**config.mk**
```make
export PLATFORM = sky130hd
export DESIGN_NAME = rx78_video_scan
export DESIGN_NICKNAME = d
export VERILOG_FILES = /design/src/rtl/rx78_video_scan.sv
export SDC_FILE = /design/constraint.sdc
export NUM_CORES = 1
export LEC_CHECK = 0
export CORE_MARGIN = 1
export CORE_UTILIZATION = 25
export DETAILED_ROUTE_END_ITERATION = 6
export SLEW_MARGIN = 25
export SYNTH_ARGS = -nofsm -noshare
export SYNTH_HDL_FRONTEND = slang
export SYNTH_SLANG_ARGS = --single-unit
export TNS_END_PERCENT = 5
```
**constraint.sdc**
```tcl
create_clock -name clk -period 3.4 [get_ports clk]
set_input_delay 0.68 -clock clk [delete_from_list [all_inputs] [get_ports clk]]
set_output_delay 0.68 -clock clk [all_outputs]
set_load 0.005 [all_outputs]
```
**src/rtl/rx78_video_scan.sv**
```systemverilog
// Raster scanout: video timing, three-bitplane VRAM fetch and LSB-first pixel serialiser.
// Optional border colour during blanking is enabled by defining RX78_BORDER_COLOR_EN.
module rx78_video_scan #(
  parameter int ADDR_WIDTH = 14,
  parameter int H_TOTAL    = 320,
  parameter int H_START    = 80,
  parameter int H_ACTIVE   = 192,
  parameter int HS_START   = 8,
  parameter int HS_WIDTH   = 24,
  parameter int V_TOTAL    = 262,
  parameter int V_START    = 40,
  parameter int V_ACTIVE   = 184,
  parameter int VS_START   = 4,
  parameter int VS_WIDTH   = 3,
  parameter int PLANE_SIZE = 4416
) (
  input  logic                  clk,
  input  logic                  reset_n,
  input  logic                  ce_pix,
  output logic [ADDR_WIDTH-1:0] vaddr,
  input  logic [7:0]            vdata,
`ifdef RX78_BORDER_COLOR_EN
  input  logic [2:0]            border_rgb,
`endif
  output logic                  r,
  output logic                  g,
  output logic                  b,
  output logic                  hsync,
  output logic                  vsync,
  output logic                  hblank,
  output logic                  vblank,
  output logic                  de
);

  localparam int HCW = $clog2(H_TOTAL);
  localparam int VCW = $clog2(V_TOTAL);
  localparam int BPL = H_ACTIVE / 8;
  localparam logic [ADDR_WIDTH-1:0] PLANE_STEP = ADDR_WIDTH'(PLANE_SIZE);

  typedef enum logic [2:0] {
    IDLE = 3'd0,
    P0   = 3'd1,
    P1   = 3'd2,
    P2   = 3'd3,
    WAIT = 3'd4
  } fetch_state_t;

  function automatic logic in_range(input logic [31:0] x, input int lo, input int len);
    return (x >= 32'(lo)) && (x < 32'(lo + len));
  endfunction

  fetch_state_t          state, state_nxt;
  logic [HCW-1:0]        hcnt, h_nxt, col;
  logic [VCW-1:0]        vcnt, v_nxt, row;
  logic [ADDR_WIDTH-1:0] vaddr_nxt, fetch_addr;
  logic [7:0]            hold0, hold1, hold2;
  logic [7:0]            shift0, shift1, shift2;
  logic                  in_window, fetch_start;
  logic                  cap0, cap1, cap2;
`ifdef RX78_BORDER_COLOR_EN
  logic [2:0]            border_q;
`endif

  always_comb begin
    h_nxt = hcnt + HCW'(1);
    v_nxt = vcnt;
    if (32'(hcnt) == H_TOTAL - 1) begin
      h_nxt = '0;
      v_nxt = (32'(vcnt) == V_TOTAL - 1) ? '0 : vcnt + VCW'(1);
    end
  end

  // The fetch window runs one character (8 pixels) ahead of the active columns.
  always_comb begin
    in_window   = in_range(32'(vcnt), V_START, V_ACTIVE) &&
                  in_range(32'(hcnt), H_START - 8, H_ACTIVE);
    col         = (hcnt - HCW'(H_START - 8)) >> 3;
    row         = vcnt - VCW'(V_START);
    fetch_addr  = ADDR_WIDTH'(32'(row) * BPL + 32'(col));
    fetch_start = ce_pix && in_window && (hcnt[2:0] == 3'd0);
  end

  // NOTE: every signal driven in always_comb gets a default first, so no path leaves it unassigned and no latch is inferred.
  always_comb begin
    state_nxt = state;
    vaddr_nxt = vaddr;
    cap0      = 1'b0;
    cap1      = 1'b0;
    cap2      = 1'b0;
    unique case (state)
      P0: begin
        cap0      = 1'b1;
        vaddr_nxt = vaddr + PLANE_STEP;
        state_nxt = P1;
      end
      P1: begin
        cap1      = 1'b1;
        vaddr_nxt = vaddr + PLANE_STEP;
        state_nxt = P2;
      end
      P2: begin
        cap2      = 1'b1;
        state_nxt = WAIT;
      end
      WAIT:    state_nxt = IDLE;
      default: state_nxt = IDLE;
    endcase
    if (fetch_start) begin
      vaddr_nxt = fetch_addr;
      state_nxt = P0;
    end
  end

  // NOTE: sequential state uses non-blocking assignments so every register samples pre-edge values.
  always_ff @(posedge clk or negedge reset_n) begin
    if (!reset_n) begin
      state  <= IDLE;
      vaddr  <= '0;
      hcnt   <= '0;
      vcnt   <= '0;
      hold0  <= '0;
      hold1  <= '0;
      hold2  <= '0;
      shift0 <= '0;
      shift1 <= '0;
      shift2 <= '0;
      hsync  <= 1'b0;
      vsync  <= 1'b0;
      hblank <= 1'b1;
      vblank <= 1'b1;
      de     <= 1'b0;
`ifdef RX78_BORDER_COLOR_EN
      border_q <= '0;
`endif
    end else begin
      state <= state_nxt;
      vaddr <= vaddr_nxt;
      if (cap0) hold0 <= vdata;
      if (cap1) hold1 <= vdata;
      if (cap2) hold2 <= vdata;
      if (ce_pix) begin
        hcnt   <= h_nxt;
        vcnt   <= v_nxt;
        hsync  <= in_range(32'(h_nxt), HS_START, HS_WIDTH);
        vsync  <= in_range(32'(v_nxt), VS_START, VS_WIDTH);
        hblank <= !in_range(32'(h_nxt), H_START, H_ACTIVE);
        vblank <= !in_range(32'(v_nxt), V_START, V_ACTIVE);
        de     <= in_range(32'(h_nxt), H_START, H_ACTIVE) &&
                  in_range(32'(v_nxt), V_START, V_ACTIVE);
        if (hcnt[2:0] == 3'd7) begin
          shift0 <= in_window ? hold0 : 8'h00;
          shift1 <= in_window ? hold1 : 8'h00;
          shift2 <= in_window ? hold2 : 8'h00;
        end else begin
          shift0 <= {1'b0, shift0[7:1]};
          shift1 <= {1'b0, shift1[7:1]};
          shift2 <= {1'b0, shift2[7:1]};
        end
`ifdef RX78_BORDER_COLOR_EN
        border_q <= border_rgb;
`endif
      end
    end
  end

  always_comb begin
    {b, g, r} = 3'b000;
    if (de) begin
      {b, g, r} = {shift2[0], shift1[0], shift0[0]};
    end
`ifdef RX78_BORDER_COLOR_EN
    else if (!hsync && !vsync) begin
      {b, g, r} = border_q;
    end
`endif
  end

endmodule

```
## Word-level counts from Yosys, hierarchy flattened

Cells that the tools add are included.

| operators by class | value |
|---|---|
| add/sub/neg operators | 6 |
| multipliers | 1 |
| magnitude comparators | 12 |
| equality and inequality tests | 6 |
| multiplexer cells | 19 |
| reductions and logical operators | 15 |

Operator list:

| operator | number |
|---|---|
| $mux W8 | 6 |
| $mux W14 | 2 |
| $mux W9 | 3 |
| $add A9 B1 Y9 const B | 2 |
| $eq A9 B9 Y1 const B | 2 |
| $ge A9 B6 Y1 const B | 2 |
| $ge A9 B7 Y1 const B | 2 |
| $lt A9 B8 Y1 const B | 2 |
| $lt A9 B9 Y1 const B | 2 |
| $add A14 B13 Y14 const B | 1 |
| $add A14 B6 Y14 | 1 |
| $mul A9 B2 Y11 const B | 1 |
| $logic_and A1 B1 Y1 | 10 |
| $ge A9 B3 Y1 const B | 1 |
| $ge A9 B4 Y1 const B | 1 |
| $lt A9 B3 Y1 const B | 1 |
| $lt A9 B6 Y1 const B | 1 |
| $pmux W3 S3 | 1 |
| $sub A9 B6 Y9 const B | 1 |
| $sub A9 B7 Y9 const B | 1 |
| $eq A3 B2 Y1 const B | 2 |
| $mux W1 | 6 |
| $eq A3 B1 Y1 const B | 1 |
| $eq A3 B3 Y1 const B | 1 |
| other kinds (5) | 6 |

| word-level totals | value |
|---|---|
| register bits after elaboration | 88 |
| input bits | 11 |
| output and inout port bits | 22 |

## Logic depth before layout (Yosys ltp)

Gate-level depths: netlist of run 1.

| logic depth | value |
|---|---|
| depth in word-level cells | 6 |
| depth in mapped cells | 13 |

## Least setup slack after synthesis of run 1

No wires, ideal clock.

| timing | value |
|---|---|
| kind | register -> register |
| start point | reg vcnt[3] |
| end point | reg vaddr[13] |
| library setup time | 0.126 ns |
| arrival time | 3.011 ns |
| data required time | 3.274 ns |
| slack | 0.263 ns |
| cell stages (with the launch flop) | 13 |
| path through | dfrtp_1 buf_6 inv_1 ha_1 xnor2_1 ha_1 or2_2 a21oi_1 nor2_1 xnor2_1 or3_4 o31a_1 o32a_1 |

| on the way | value |
|---|---|
| cells in the longest elaborated chain, start to end | 6 |

Ends and longest elaborated chain:

| element | RTL line | RTL |
|---|---|---|
| from (decl) | 54 | `logic [VCW-1:0] vcnt, v_nxt, row;` |
| from (signal assigned) | 143 | `vcnt <= v_nxt;` |
| branches (longest 6 deep; another with $add A14 B6 Y14) | -- |  |
| to (signal assigned) | 137 | `vaddr <= vaddr_nxt;` |
| to (decl) | 20 | `output logic [ADDR_WIDTH-1:0] vaddr,` |

Several ways; the timed one is not identified.
A chain may end at the register's enable or synchronous reset.

## Final worst setup path of run 1

| timing | value |
|---|---|
| start point | reg vcnt[1] |
| end point | reg vaddr[13] |

The elaborated chain is that of the path after synthesis.

==> summary.txt, run 1 <==
Place
  – Post-DP Area: approximately 0.0057 mm2
  – Port bufs: 32
  – DP HPWL: 7960 um
  – Routability cong.: 0.871
  – Placed instance count: between 800 and 900

Routing
  – Initial DRC count: between 200 and 250
  – DRC violations left: 0
  – Vias: roughly 3,800
  – Antenna-violating nets left: 0
  – Pre-antenna DRT Iters: 4
  – Routed WL: 11,400 um
  – DR WL/cell: around 14 um
  – Post-DR vias/cell: 4.61

Worst setup path
  – CP top delay family: adder cells
  – Crit path arrival time: 3.44 ns
  – Critical Path, Cell by Cell: ha_1, fa_1, ha_1, a21oi_1, nor2_1, nand3_2, or3_4, o31a_1, o32a_1
  – Setup Crit Path Kind: reg -> reg
  – CP Max Fanout: 9
  – Slowest CP cell: fa_1
  – Reg2reg start: vcnt[1]
  – FF-to-FF setup slack: 0.20 ns
  – Number of cells on the critical path: 9
  – CP required: between 3 and 4 ns
  – Buf/Inv on CP: 0
  – Most used cell, CP: ha_1
  – Critical Path Start Type: register
  – Worst-case reg-to-reg path depth: 9
  – Largest stage delay on the critical path: approximately 0.48 ns
  – CP Capture Type: register
  – Worst reg2reg path endpoint: vaddr[13]

Power
  – Power density over the cells: 695 mW/mm2
  – Design Power: roughly 4.2 mW
  – P_sw: 1.45 mW
  – Clock power share: 24.5%
  – Sw Ratio: between 30% and 40%
  – Comb power frac: a little under two fifths
  – Internal power: roughly 2.8 mW
  – Register share of total power: 37.4%
  – VDD IR max: about 0.34 mV
  – Lkg Pwr: approximately 2.5 nW

Timing
  – Final hold violations: 0
  – Fmax: around 310 MHz
  – Setup TNS: 0 ns
  – Final period util: around 94%
  – Worst-margin pin slew: slightly below 0.8 ns
  – Post-route minimum period: between 3 and 4 ns
  – Max Clock Skew: ~0.0093 ns
  – Count of pins over their slew limit: 0
  – RSZ-0062 raised after global routing: false
  – Final Setup Violations: 0
  – Headroom to the max-slew limit: between 40% and 50%

Clock network
  – Post-CTS Setup Bufs: 0
  – CTS hold repair buffers: 0
  – Largest buffer count on any clock path: 2
  – Clock Root Buffer: clkbuf_16
  – CTS Buf Count: 9
  – H-tree depth: 3
  – CTS clk-pin slew, worst paths: roughly 0.070 ns
  – CTS tree: yes
  – Post_cts resized: 0
  – CTS Sinks: 88
  – Later-pin clock latency in the skew report: ~0.35 ns

Final layout
  – Fin cells: ~830
  – Antenna cells: 0
  – Register Area: about 0.0022 mm2
  – Post-Layout Inst Area: just over 0.006 mm2
  – Layout cells sized above 1: about an eighth
  – Final core utilization: between 30% and 40%
  – Final #Nets: ~600
  – Fill cells: about 2,000
  – Multi-input gate area: ~0.0026 mm2
  – Synth-to-Final Area Change: 18.7%

Floorplanning
  – Die ar.: 0.0209 mm2
  – Die Wd: about 140 um
  – Core ar.: ~0.020 mm2
  – Initial Util: between 20 and 30%
  – Die Height: 145 um
  – # IOs: 33
  – Num rows: 51

Logic synthesis
  – Syn_nets: between 500 and 600
  – Synthesis warning total: 0
  – Synth area leader: dfrtp_1
  – Async SR Flop Fraction: between 90% and 100%
  – Count of different cell masters after synthesis: 59
  – Synth top area share: a little over two fifths
  – Post-synth EDFFs: 0
  – Avg Cell Area, Syn: slightly below 10 um2
  – Gate Count Post-Synth: 530
  – Most numerous cell in the Yosys netlist: dfrtp_1
  – Yosys reg bits: between 80 and 90
  – Most used flip-flop cell after synthesis: dfrtp_1
  – Post-synth design cell area: between 0.005 and 0.006 mm2
  – Register area share after synthesis: between 40 and 50%
  – Synth area leaders: dfrtp_1, mux2_2, ha_1, o21ai_0, xnor2_1
  – Top post-synthesis cells by count: dfrtp_1, o21ai_0, inv_1

Worst hold path
  – Worst min path class: in -> async

Global routing
  – Number of global-route vias before repair: 3,815
  – GRT Util Overall: 11.9%
  – Initial antenna violation count: 1
  – Overflow after GRT: 0
  – First-pass GRT wire length: roughly 20,000 um
  – Largest net degree at the start of global routing: just over 60

Run status
  – Status: complete, no violations

Run
  – Max_cap viols: 0
-- logic make-up (layout without fill, tap and decap cells) --
family,after synthesis,in the layout,share of synthesized area (%)
xor gates and xnor gates,38,38,6.54
muxes,31,31,6.78
AOI/OAI and AO/OA,138,138,17.2
and+or+nand+nor,136,136,13.8
adders and majority gates,26,26,6.68
buffers and inverters,73,107,5.63
DFF,88,88,43.3
-- per-stage QoR --
stage | setup WS, ns | hold WS, ns
after global routing | 0.0183 | 0.475
after detailed placement | 0.239 | 0.457
final | 0.196 | 0.417
after global placement | 0.294 | 0.459
after CTS | 0.225 | 0.454
after floorplan | 0.263 | 0.384
-- layout by cell type, fill, tap and decap left out, types with 4 or more instances in the layout --
cell / count
dfrtp_1: 86
inv_6: 4
nand2_1: 34
a22oi_1: 23
nand2b_1: 8
inv_1: 44
clkdlybuf4s50_1: 30
nand3b_1: 4
o21ai_0: 47
xor2_1: 12
nor3_1: 4
a211oi_1: 5
or2_2: 4
and3_1: 6
o31ai_1: 6
a21o_1: 5
nand4_1: 5
nand3_1: 14
nor2_1: 29
mux2_2: 28
ha_1: 24
nor2b_1: 5
and2_1: 5
a21oi_1: 25
xnor2_1: 26
clkbuf_16: 9
buf_4: 15
-- flip-flops by register name, summed over array words and instances (netlist names), 3 cells and up --
| name | cells |
|---|---|
| hcnt | 9 |
| shift0 | 8 |
| shift2 | 8 |
| shift1 | 8 |
| state | 3 |
| vaddr | 14 |
| hold0 | 8 |
| hold2 | 8 |
| hold1 | 8 |
| vcnt | 9 |
-- area by class of cell --
| class | count | area share (%) |
|---|---|---|
| Clock inverter | 6 | 1.20 |
| Timing Repair Buffer | 47 | 7.24 |
| Tap cell | 265 | 5.48 |
| Sequential cell | 88 | 36.5 |
| Inverter | 44 | 2.73 |
| Clock buffer | 10 | 3.79 |
| Multi-Input combinational cell | 369 | 43.1 |
-- routing by layer --
metal / GRT usage, % / part of all wire [%] / vias up
met2: 18.2 / 45 / 60
met1: 15.9 / 49 / 1816
li1: - / - / 1930
met5: 0 / 0 / -
met4: 3.88 / 1.8 / 0
met3: 3.52 / 4.5 / 16
-- power groups by stage --
stage	sequential [mW]	clock (mW)	combinational (mW)
6_report	1.57	1.03	1.60
5_1_grt	1.61	1.11	1.80
4_1_cts	1.57	1.07	1.62
3_5_place_dp	1.59	0	1.60
3_3_place_gp	1.58	0	1.58
2_1_floorplan	1.53	0	1.13
-- worst max path at each step --
stage / slack (ns) / from / to
final: 0.20 / vcnt[1] / vaddr[13]
after global routing: 0.02 / vcnt[3] / vaddr[13]
after detailed placement: 0.24 / vcnt[1] / vaddr[13]
after global placement: 0.29 / vcnt[3] / vaddr[13]
after floorplan: 0.26 / vcnt[3] / vaddr[13]
after CTS: 0.22 / vcnt[1] / vaddr[13]
Power figures use the tool's default switching activity.
==> run 2: changes to the inputs <==
Settings changed: RECOVER_POWER set to 50.
==> summary.txt, run 2 (synthesis results as in run 1) <==
Place
  – Routability cong.: 0.871 (unchanged)
  – Placement Setup Slack: 0.239 ns (unchanged)
  – Port bufs: 32 (unchanged)
  – DP HPWL: 7960 um (unchanged)

Global routing
  – Overflow after GRT: 0 (unchanged)
  – Number of global-route vias before repair: 3,815 (unchanged)
  – First-pass GRT wire length: 19,500 um (unchanged)
  – Largest net degree at the start of global routing: 61 (unchanged)
  – GRT Util Overall: 11.9% (unchanged)
  – Initial antenna violation count: 0 (was 1)

Final layout
  – Synth-to-Final Area Change: 18.1% (was 18.7%)
  – Reg with most FFs: vaddr (unchanged)
  – Max reg flops: 14 (unchanged)
  – Antenna cells: 0 (unchanged)
  – Fill cells: 2,026 (was 2,020)
  – Final core utilization: 30.5% (was 30.7%)
  – Layout cells sized above 1: 11.9% (was 12.8%)
  – Commonest non-fill, non-tap cells in the layout: dfrtp_1, o21ai_0, inv_1 (unchanged)
  – Commonest non-fill, non-tap cell in the layout: dfrtp_1 (unchanged)
  – Top Registers: vaddr: 14 flops, hcnt: 9 flops, vcnt: 9 flops (unchanged)
  – Final #Nets: 596 (unchanged)

Run status
  – Status: finished, violations left (was complete, no violations)
  – Failing checks: max-capacitance violations, max-slew violations

Timing
  – Final period util: 94.3% (was 94.2%)
  – Setup TNS: 0 ns (unchanged)
  – Fmax: 312 MHz (about the same)
  – Final Setup Violations: 0 (unchanged)
  – RSZ-0062 raised after global routing: false (unchanged)
  – Final hold violations: 0 (unchanged)
  – Final worst setup slack: 0.193 ns (was 0.196 ns)
  – Worst hold slack: 0.474 ns (was 0.417 ns)
  – Post-route minimum period: 3.21 ns (was 3.20 ns)
  – Headroom to the max-slew limit: -3.37% (was 47.0%)
  – Worst-margin pin slew: 1.55 ns (was 0.795 ns)
  – Count of pins over their slew limit: 91 (was 0)
  – Max Clock Skew: 0.0103 ns (was 0.00928 ns)

Clock network
  – CTS tree: yes (unchanged)
  – Later-pin clock latency in the skew report: 0.35 ns (about the same)
  – H-tree depth: 3 (unchanged)
  – CTS Sinks: 88 (unchanged)
  – CTS hold repair buffers: 0 (unchanged)
  – CTS clk-pin slew, worst paths: 0.07 ns (about the same)
  – Clock Root Buffer: clkbuf_16 (unchanged)
  – Post_cts resized: 0 (unchanged)
  – Largest buffer count on any clock path: 2 (unchanged)
  – CTS Buf Count: 9 (unchanged)
  – Post-CTS Setup Bufs: 0 (unchanged)

Routing
  – Routed WL: 11,400 um (about the same)
  – Antenna-violating nets left: 0 (unchanged)
  – Pre-antenna DRT Iters: 4 (unchanged)
  – DR WL/cell: 13.8 um (was 13.7 um)
  – DRC violations left: 0 (unchanged)
  – Post-DR vias/cell: 4.62 (was 4.61)
  – Initial DRC count: 241 (was 243)
  – Vias: 3,833 (was 3,822)

Floorplanning
  – Die Height: 145 um (unchanged)
  – Num rows: 51 (unchanged)
  – # IOs: 33 (unchanged)
  – Die Wd: 145 um (unchanged)
  – Initial Util: 25.8% (unchanged)
  – Core ar.: 0.0197 mm2 (unchanged)
  – Die ar.: 0.0209 mm2 (unchanged)

Worst setup path
  – Reg2reg start: vcnt[1] (unchanged)
  – FF-to-FF setup slack: 0.19 ns (was 0.20 ns)
  – Setup Crit Path Kind: reg -> reg (unchanged)
  – Crit path arrival time: 3.44 ns (about the same)
  – Worst-case reg-to-reg path depth: 9 (unchanged)
  – CP Max Fanout: 9 (unchanged)
  – CP required: 3.63 ns (was 3.64 ns)
  – CP Capture Type: register (unchanged)
  – Worst reg2reg path endpoint: vaddr[13] (unchanged)
  – Critical Path Start Type: register (unchanged)

Power
  – VDD IR max: 0.334 mV (was 0.335 mV)
  – Power density over the cells: 696 mW/mm2 (was 695 mW/mm2)
  – Lkg Pwr: 2.45 nW (was 2.47 nW)

Run
  – Max_cap viols: 2 (was 0)

Worst hold path
  – Worst min path class: reg -> reg (was in -> async)
  – Hold-critical path depth: 2
  – Hold Path Sink: hblank
  – Hold Path Origin: hblank
==> run 2: changes by cell type in the layout (fill, tap and decap cells not counted) <==
cell      before  now
nor3b_1        3    4
clkbuf_2       0    1
buf_2          1    0
clkbuf_1       1    5
buf_4         15   12
nor3b_2        1    0
buf_12         1    0
==> run 2: area by class of cell <==
class | count | area [um2] | area share [%]
clock buffer | 10 | 229 | 3.81
clock inverter | 6 | 72.6 | 1.21
inverter | 44 | 165 | 2.75
multi-input combinational | 369 | 2600 | 43.2
sequential | 88 | 2200 | 36.7
tap | 265 | 332 | 5.51
timing repair buffer | 47 | 410 | 6.82
==> run 2: through the flow <==
stage	total power, mW	area [um2]	instances
final	4.19	6010	829
after global routing	4.51	6010	829
after CTS	4.26	6050	829
after detailed placement	3.19	5750	813
after global placement	3.17	5750	813
after floorplan	2.66	5090	530
==> run 2: how the worst max path moves through the flow <==
stage	startpoint	endpoint	slack [ns]
final	vcnt[1]	vaddr[13]	0.19
after global routing	reset_n	shift2[0]	0.02
after CTS	vcnt[1]	vaddr[13]	0.22
after detailed placement	vcnt[1]	vaddr[13]	0.24
after global placement	vcnt[3]	vaddr[13]	0.29
after floorplan	vcnt[3]	vaddr[13]	0.26
==> run 2: where the power goes <==
part / internal (mW) / total (mW) / switching [mW]
Clock: 0.581 / 1.03 / 0.451
Combinational: 0.813 / 1.59 / 0.774
Sequential: 1.34 / 1.57 / 0.225
==> run 2: layer usage <==
metal | vias up | global-route usage, % | wire length (um)
li1 | 1925 | - | -
met1 | 1842 | 15.9 | 5700
met2 | 52 | 18.2 | 5130
met3 | 14 | 3.52 | 449
met4 | 0 | 3.88 | 162
met5 | - | 0 | 0
==> run 2: critical path: stages, from the launching register on <==
cell	delay, ns
dfrtp_1	0.47
ha_1	0.42
fa_1	0.48
ha_1	0.35
a21oi_1	0.09
nor2_1	0.18
nand3_2	0.14
or3_4	0.38
o31a_1	0.24
o32a_1	0.34
